## config.mk

```make
export PLATFORM = sky130hd
export DESIGN_NAME = fp_normalize_pipe
export DESIGN_NICKNAME = d
export VERILOG_FILES = /design/src/rtl/fp_normalize_pipe.sv
export SDC_FILE = /design/constraint.sdc
export NUM_CORES = 1
export LEC_CHECK = 0
export ABC_AREA = 0
export CAP_MARGIN = 20
export CORE_MARGIN = 8
export CORE_UTILIZATION = 48
export DETAILED_ROUTE_END_ITERATION = 6
export HOLD_SLACK_MARGIN = 0.08
export PLACE_DENSITY = 0.79
export REMOVE_ABC_BUFFERS = 1
export SLEW_MARGIN = 40
export SYNTH_ARGS = -nofsm -noshare
export SYNTH_HDL_FRONTEND = slang
export SYNTH_SLANG_ARGS = --single-unit
```

## constraint.sdc

```tcl
create_clock -name clk -period 2.5 [get_ports clk]
set_input_delay 0.5 -clock clk [delete_from_list [all_inputs] [get_ports clk]]
set_output_delay 0.5 -clock clk [all_outputs]
set_load 0.03 [all_outputs]
```

## src/rtl/fp_normalize_pipe.sv

```systemverilog
// rtl/fp_normalize_pipe.sv - two-stage FP normalize/round/classify pipeline; rounding enabled by FP_NORM_ROUND_EN
module fp_normalize_pipe #(
    parameter int   WIDTH     = 8,
    localparam int  WIDTH_LOG = $clog2(WIDTH),
    parameter int   FRAC_POS  = WIDTH - 2,
    parameter int   MANT_W    = 4,
    parameter int   EXP_W     = 5
) (
    input  logic                 clk,
    input  logic                 rst,
    input  logic                 in_valid,
    output logic                 in_ready,
    input  logic                 in_sign,
    input  logic [EXP_W-1:0]     in_exp,
    input  logic [WIDTH-1:0]     Sum_mag,
    input  logic [WIDTH_LOG-1:0] msb_pos,
    output logic                 out_valid,
    input  logic                 out_ready,
    output logic                 out_sign,
    output logic [EXP_W-1:0]     out_exp,
    output logic [MANT_W-1:0]    out_mant,
    output logic                 out_zero,
    output logic                 out_of,
    output logic                 out_uf
);

    // Exponent arithmetic width: two extra bits hold the sign and the carry.
    localparam int EW   = EXP_W + 2;
    // Guard bit sits just below the kept mantissa bits.
    localparam int GPOS = WIDTH - 2 - MANT_W;
    localparam logic [EW-1:0] EXP_MAX = EW'((1 << EXP_W) - 1);

    logic                 s1_valid;
    logic                 s1_sign;
    logic                 s1_zero;
    logic [WIDTH-1:0]     s1_sh;
    logic [EW-1:0]        s1_e;
    logic                 s2_valid;

    logic                 s1_load;
    logic                 s2_load;

    logic [WIDTH_LOG-1:0] sh_amt;
    logic [WIDTH-1:0]     sh_c;
    logic [EW-1:0]        e_c;
    logic                 zero_c;

    logic [MANT_W-1:0]    mant_c;
    logic [MANT_W-1:0]    mant_r;
    logic                 carry;
    logic [EW-1:0]        e_r;
    logic [EXP_W-1:0]     r_exp;
    logic [MANT_W-1:0]    r_mant;
    logic                 r_zero;
    logic                 r_of;
    logic                 r_uf;
    logic                 unused_bits;

    // A stage can load when empty or when its content leaves this cycle.
    assign s2_load   = !s2_valid || out_ready;
    assign s1_load   = !s1_valid || s2_load;
    assign in_ready  = s1_load;
    assign out_valid = s2_valid;

    // Stage 1 datapath: move the leading 1 to the top bit and rebias the exponent.
    always_comb begin
        zero_c = (Sum_mag == '0);
        sh_amt = WIDTH_LOG'(WIDTH - 1) - msb_pos;
        sh_c   = Sum_mag << sh_amt;
        e_c    = EW'(in_exp) + EW'(msb_pos) - EW'(FRAC_POS);
    end

    // Stage 2 datapath: round (optionally), then classify zero/underflow/overflow/normal.
    always_comb begin
        mant_c = s1_sh[WIDTH-2 -: MANT_W];
`ifdef FP_NORM_ROUND_EN
        begin
            logic guard;
            logic sticky;
            logic inc;
            guard  = s1_sh[GPOS];
            sticky = |(s1_sh & ((WIDTH'(1) << GPOS) - WIDTH'(1)));
            inc    = guard && (sticky || mant_c[0]);
            {carry, mant_r} = {1'b0, mant_c} + (MANT_W + 1)'(inc);
        end
        unused_bits = s1_sh[WIDTH-1];
`else
        carry       = 1'b0;
        mant_r      = mant_c;
        unused_bits = ^{s1_sh[WIDTH-1], s1_sh[GPOS:0]};
`endif
        e_r    = s1_e + EW'(carry);
        r_exp  = '0;
        r_mant = '0;
        r_zero = 1'b0;
        r_of   = 1'b0;
        r_uf   = 1'b0;
        if (s1_zero) begin
            r_zero = 1'b1;
        end else if (e_r[EW-1] || (e_r == '0)) begin
            r_uf   = 1'b1;
            r_zero = 1'b1;
        end else if (e_r >= EXP_MAX) begin
            r_of   = 1'b1;
            r_exp  = '1;
        end else begin
            r_exp  = e_r[EXP_W-1:0];
            r_mant = mant_r;
        end
    end

    // Stage 1 register: capture a beat whenever the stage can load.
    always_ff @(posedge clk) begin
        if (rst) begin
            s1_valid <= 1'b0;
            s1_sign  <= 1'b0;
            s1_zero  <= 1'b0;
            s1_sh    <= '0;
            s1_e     <= '0;
        end else if (s1_load) begin
            s1_valid <= in_valid;
            if (in_valid) begin
                s1_sign <= in_sign;
                s1_zero <= zero_c;
                s1_sh   <= sh_c;
                s1_e    <= e_c;
            end
        end
    end

    // Stage 2 register: output fields only change when the consumer is not stalling.
    always_ff @(posedge clk) begin
        if (rst) begin
            s2_valid <= 1'b0;
            out_sign <= 1'b0;
            out_exp  <= '0;
            out_mant <= '0;
            out_zero <= 1'b0;
            out_of   <= 1'b0;
            out_uf   <= 1'b0;
        end else if (s2_load) begin
            s2_valid <= s1_valid;
            if (s1_valid) begin
                out_sign <= s1_sign;
                out_exp  <= r_exp;
                out_mant <= r_mant;
                out_zero <= r_zero;
                out_of   <= r_of;
                out_uf   <= r_uf;
            end
        end
    end

endmodule

```

==> summary.txt <==
Power
  • Net Sw Power: 0.273 mW
  • Pleak: 0.752 nW
  • Combinational share of power: 0.249
  • Flop pwr share: 0.520
  • Worst vdd ir: 0.208 mV
  • Sw Ratio: 0.288
  • Internal cell power: 0.675 mW
  • Clock Power Share: 0.231
  • PD cells: 495 mW/mm2

Route
  • DRC viols: 0
  • Met3 routed WL: 161 um
  • Vias per cell: 5.47
  • Routed wl met2: 1760 um
  • Routed wire per std cell: 14.1 um
  • Vias post-DR: 1303
  • Post-Route WL: 3360 um
  • DR top layer: met4
  • Drt pass-1 iters: 4
  • Number of nets with antenna violations after routing: 0
  • M1 wire length: 1390 um
  • Starting DRT DRC Count: 69

Cells and area
  • Area of the multi-input gates: 821 um2
  • Area delta synth->final: 32.2%
  • Final Cell Area: 0.00191 mm2
  • Post-Layout Cell Count: 238
  • Layout cells sized above 1: 0.107
  • Filler cell count: 268
  • Reg area: 561 um2
  • Diode count: 0
  • Nets: 237

Worst setup path
  • Crit. End Element: output port
  • Worst setup SP type: input pin
  • R2r startpoint: s1_valid$_SDFFE_PP0N_
  • Capturing point of the worst reg2reg path: out_mant[2]$_SDFFE_PP0P_
  • Crit Path Category: input pin to output port
  • Worst reg2reg path depth: 4
  • Worst path required time: 2.00 ns
  • R2R setup slack: 1.02 ns
  • Crit-path max FO: 3
  • Data arrival time of the worst path: 1.86 ns

Worst hold path
  • Hold Path Depth: 2
  • Hold/Removal Path Class: flip-flop to flip-flop
  • Worst hold path startpoint: out_sign$_SDFFE_PP0P_
  • WHS Endpoint: out_sign$_SDFFE_PP0P_

Yosys
  • Synth Area in XOR/XNOR: 0.00605
  • Netlist cell types: 37
  • Mapped Cells: 164
  • Largest cells by area after synthesis: dfxtp_1 (39%), ha_1 (7.8%), a21oi_1 (7.6%)
  • Mux contribution to synthesized area: 0.0640
  • Post-synth top area share: 0.387
  • Synth area leader: dfxtp_1
  • Synth warnings: 0
  • Largest family of logic cells by synthesized area: compound AO/OA/AOI/OAI gates
  • Sequential-to-total area share from yosys stat: 0.387
  • FF+latch count, synth: 28
  • Compound-Gate Fraction of Synth Area: 0.200
  • Avg Synthesized Cell Area: 8.83 um2
  • Post-Synth Adder-Cell Area: 0.0916
  • Netlist Area Pre-Place: 0.00145 mm2
  • Simple-gate share of the synthesized area: 0.196

CTS
  • Root Buffer: clkbuf_4
  • CTS tree: yes
  • Hold buffers post-CTS: 0
  • CTS buffer count: 3
  • Skew-Pair Late Insertion Delay: 0.32 ns
  • Reg clk slew, reported paths: 0.14 ns
  • Clock Sinks: 28
  • Number of setup buffers added after CTS: 0
  • CTS max path bufs: 2
  • Htree depth: 1
  • Post-CTS sizing: 0

Timing
  • Unrepaired setup endpoints after global routing: false
  • Fin crit share: 0.945
  • Final setup viols: 0
  • Final Skew: 0.00171 ns
  • Slew @ Worst Pin: 0.454 ns
  • Max Slew Vio Count: 0
  • Worst rel slew slack: 0.694
  • Max Freq: 0.423 GHz
  • Crit path time final: 2.36 ns
  • Hold Vio Cnt, Final: 0

Outcome
  • Outcome: finished clean

GRT
  • Global-route usage over all layers: 0.138
  • Vias in the first global route: 1382
  • Largest net degree at the start of global routing: 19
  • Initial antenna violation count: 0
  • First-pass GRT wire length: 5810 um
  • Global route total overflow: 0

Die
  • Initial Utilization: 0.490
  • Core area: 0.00295 mm2
  • I/O Pins: 36
  • Die area: 0.00503 mm2
  • Die height: 70.9 um
  • Row Count: 20
  • Die width: 70.9 um

Run
  • Total of max-cap violations: 0

Placement
  • HPWL Detailed: 2800 um
  • Final Wtd Congestion: 0.813
  • Placed Area: 0.00186 mm2
  • IO buf count: 35
  • Dpl cells: 234
## logic make-up after synthesis
family	Yosys count
xor gates and xnor gates	1
buffers and inverters	18
and+or+nand+nor	55
muxes	8
DFF	28
AOI/OAI and AO/OA	44
adders and majority gates	10
## sequential cells by signal, summed over array words and instances (netlist names)
register and count:
out_mant 4, out_of 1, out_exp 5, s1_zero 1
out_sign 1, s1_e 7, s1_sh 4, out_valid 1
out_zero 1, s1_sign 1, out_uf 1, s1_valid 1
## worst max-delay path, cell delays in order
cell             delay (ns)
clkdlybuf4s50_1        0.52
nand3b_1               0.15
clkdlybuf4s50_1        0.69
## worst max path at each step
stage	start	slack (ns)	cells after the start	end
2_1_floorplan	msb_pos[1]	0.36	10	s1_e[5]$_SDFFE_PP0P_
3_3_place_gp	msb_pos[1]	-0.15	11	s1_e[5]$_SDFFE_PP0P_
3_5_place_dp	msb_pos[1]	-0.30	11	s1_e[5]$_SDFFE_PP0P_
4_1_cts	msb_pos[1]	0.05	11	s1_e[5]$_SDFFE_PP0P_
5_1_grt	msb_pos[1]	0.03	11	s1_e[5]$_SDFFE_PP0P_
6_report	out_ready	0.14	3	in_ready
## area by class of cell
type                            count  area share
Multi-Input combinational cell    118       0.429
Sequential cell                    28       0.293
Timing Repair Buffer               43       0.214
Inverter                           12      0.0235
Tap cell                           33      0.0216
Clock buffer                        4      0.0190
## power groups by stage
| stage | sequential, mW | combinational (mW) | clock, mW |
|---|---|---|---|
| 2_1_floorplan | 0.518 | 0.110 | 0 |
| 3_3_place_gp | 0.501 | 0.222 | 0 |
| 3_5_place_dp | 0.503 | 0.232 | 0 |
| 4_1_cts | 0.493 | 0.234 | 0.225 |
| 5_1_grt | 0.497 | 0.260 | 0.237 |
| 6_report | 0.493 | 0.236 | 0.219 |
## through the flow
step                       util  hold WS [ns]  setup TNS (ns)  setup slack (ns)  power, mW
after floorplan               -         0.426               0             0.360      0.628
after global placement    0.631         0.439          -0.151            -0.151      0.723
after detailed placement  0.631         0.450          -0.302            -0.302      0.735
after CTS                 0.644         0.468               0            0.0481      0.952
after global routing      0.648         0.485               0            0.0269      0.994
final                     0.648         0.466               0             0.137      0.948
## cell usage after synthesis
cell type / count
a211oi_1: 3
a211oi_2: 1
a21o_1: 1
a21oi_1: 22
a21oi_2: 1
a22o_1: 4
a311oi_1: 2
a32oi_1: 1
and2_1: 1
buf_1: 1
buf_2: 1
buf_4: 1
buf_6: 1
clkbuf_1: 2
dfxtp_1: 28
fa_1: 1
ha_1: 9
inv_1: 11
inv_2: 1
mux2i_1: 7
mux4_2: 1
nand2_1: 25
nand2b_1: 3
nand3_1: 5
nand3b_1: 2
nand4_1: 1
nor2_1: 9
nor2b_2: 1
nor3_1: 1
nor3_4: 1
nor4_1: 3
nor4b_4: 1
o211ai_1: 1
o21ai_0: 3
o311ai_0: 5
or3_1: 2
xnor2_1: 1
## routing by layer
| layer | vias to the layer above | global-route usage |
|---|---|---|
| li1 | 671 | - |
| met1 | 599 | 0.143 |
| met2 | 29 | 0.261 |
| met3 | 4 | 0.0240 |
| met4 | 0 | 0.0624 |
| met5 | - | 0 |
## layout by cell type, fill, tap and decap left out, drive strengths merged
master,count
clkdlybuf4s50,35
dfxtp,28
nand2,25
a21oi,23
inv,12
nor2,9
ha,9
buf,8
mux2i,7
o311ai,5
nand3,5
a22o,4
a211oi,4
clkbuf,4
nor4,3
o21ai,3
nand2b,3
nand3b,2
or3,2
a311oi,2
nor3,2
nor2b,1
mux4,1
a21o,1
o211ai,1
and2,1
nor4b,1
a32oi,1
nand4,1
xnor2,1
fa,1
Note: power is estimated with default switching activity, not from simulation.
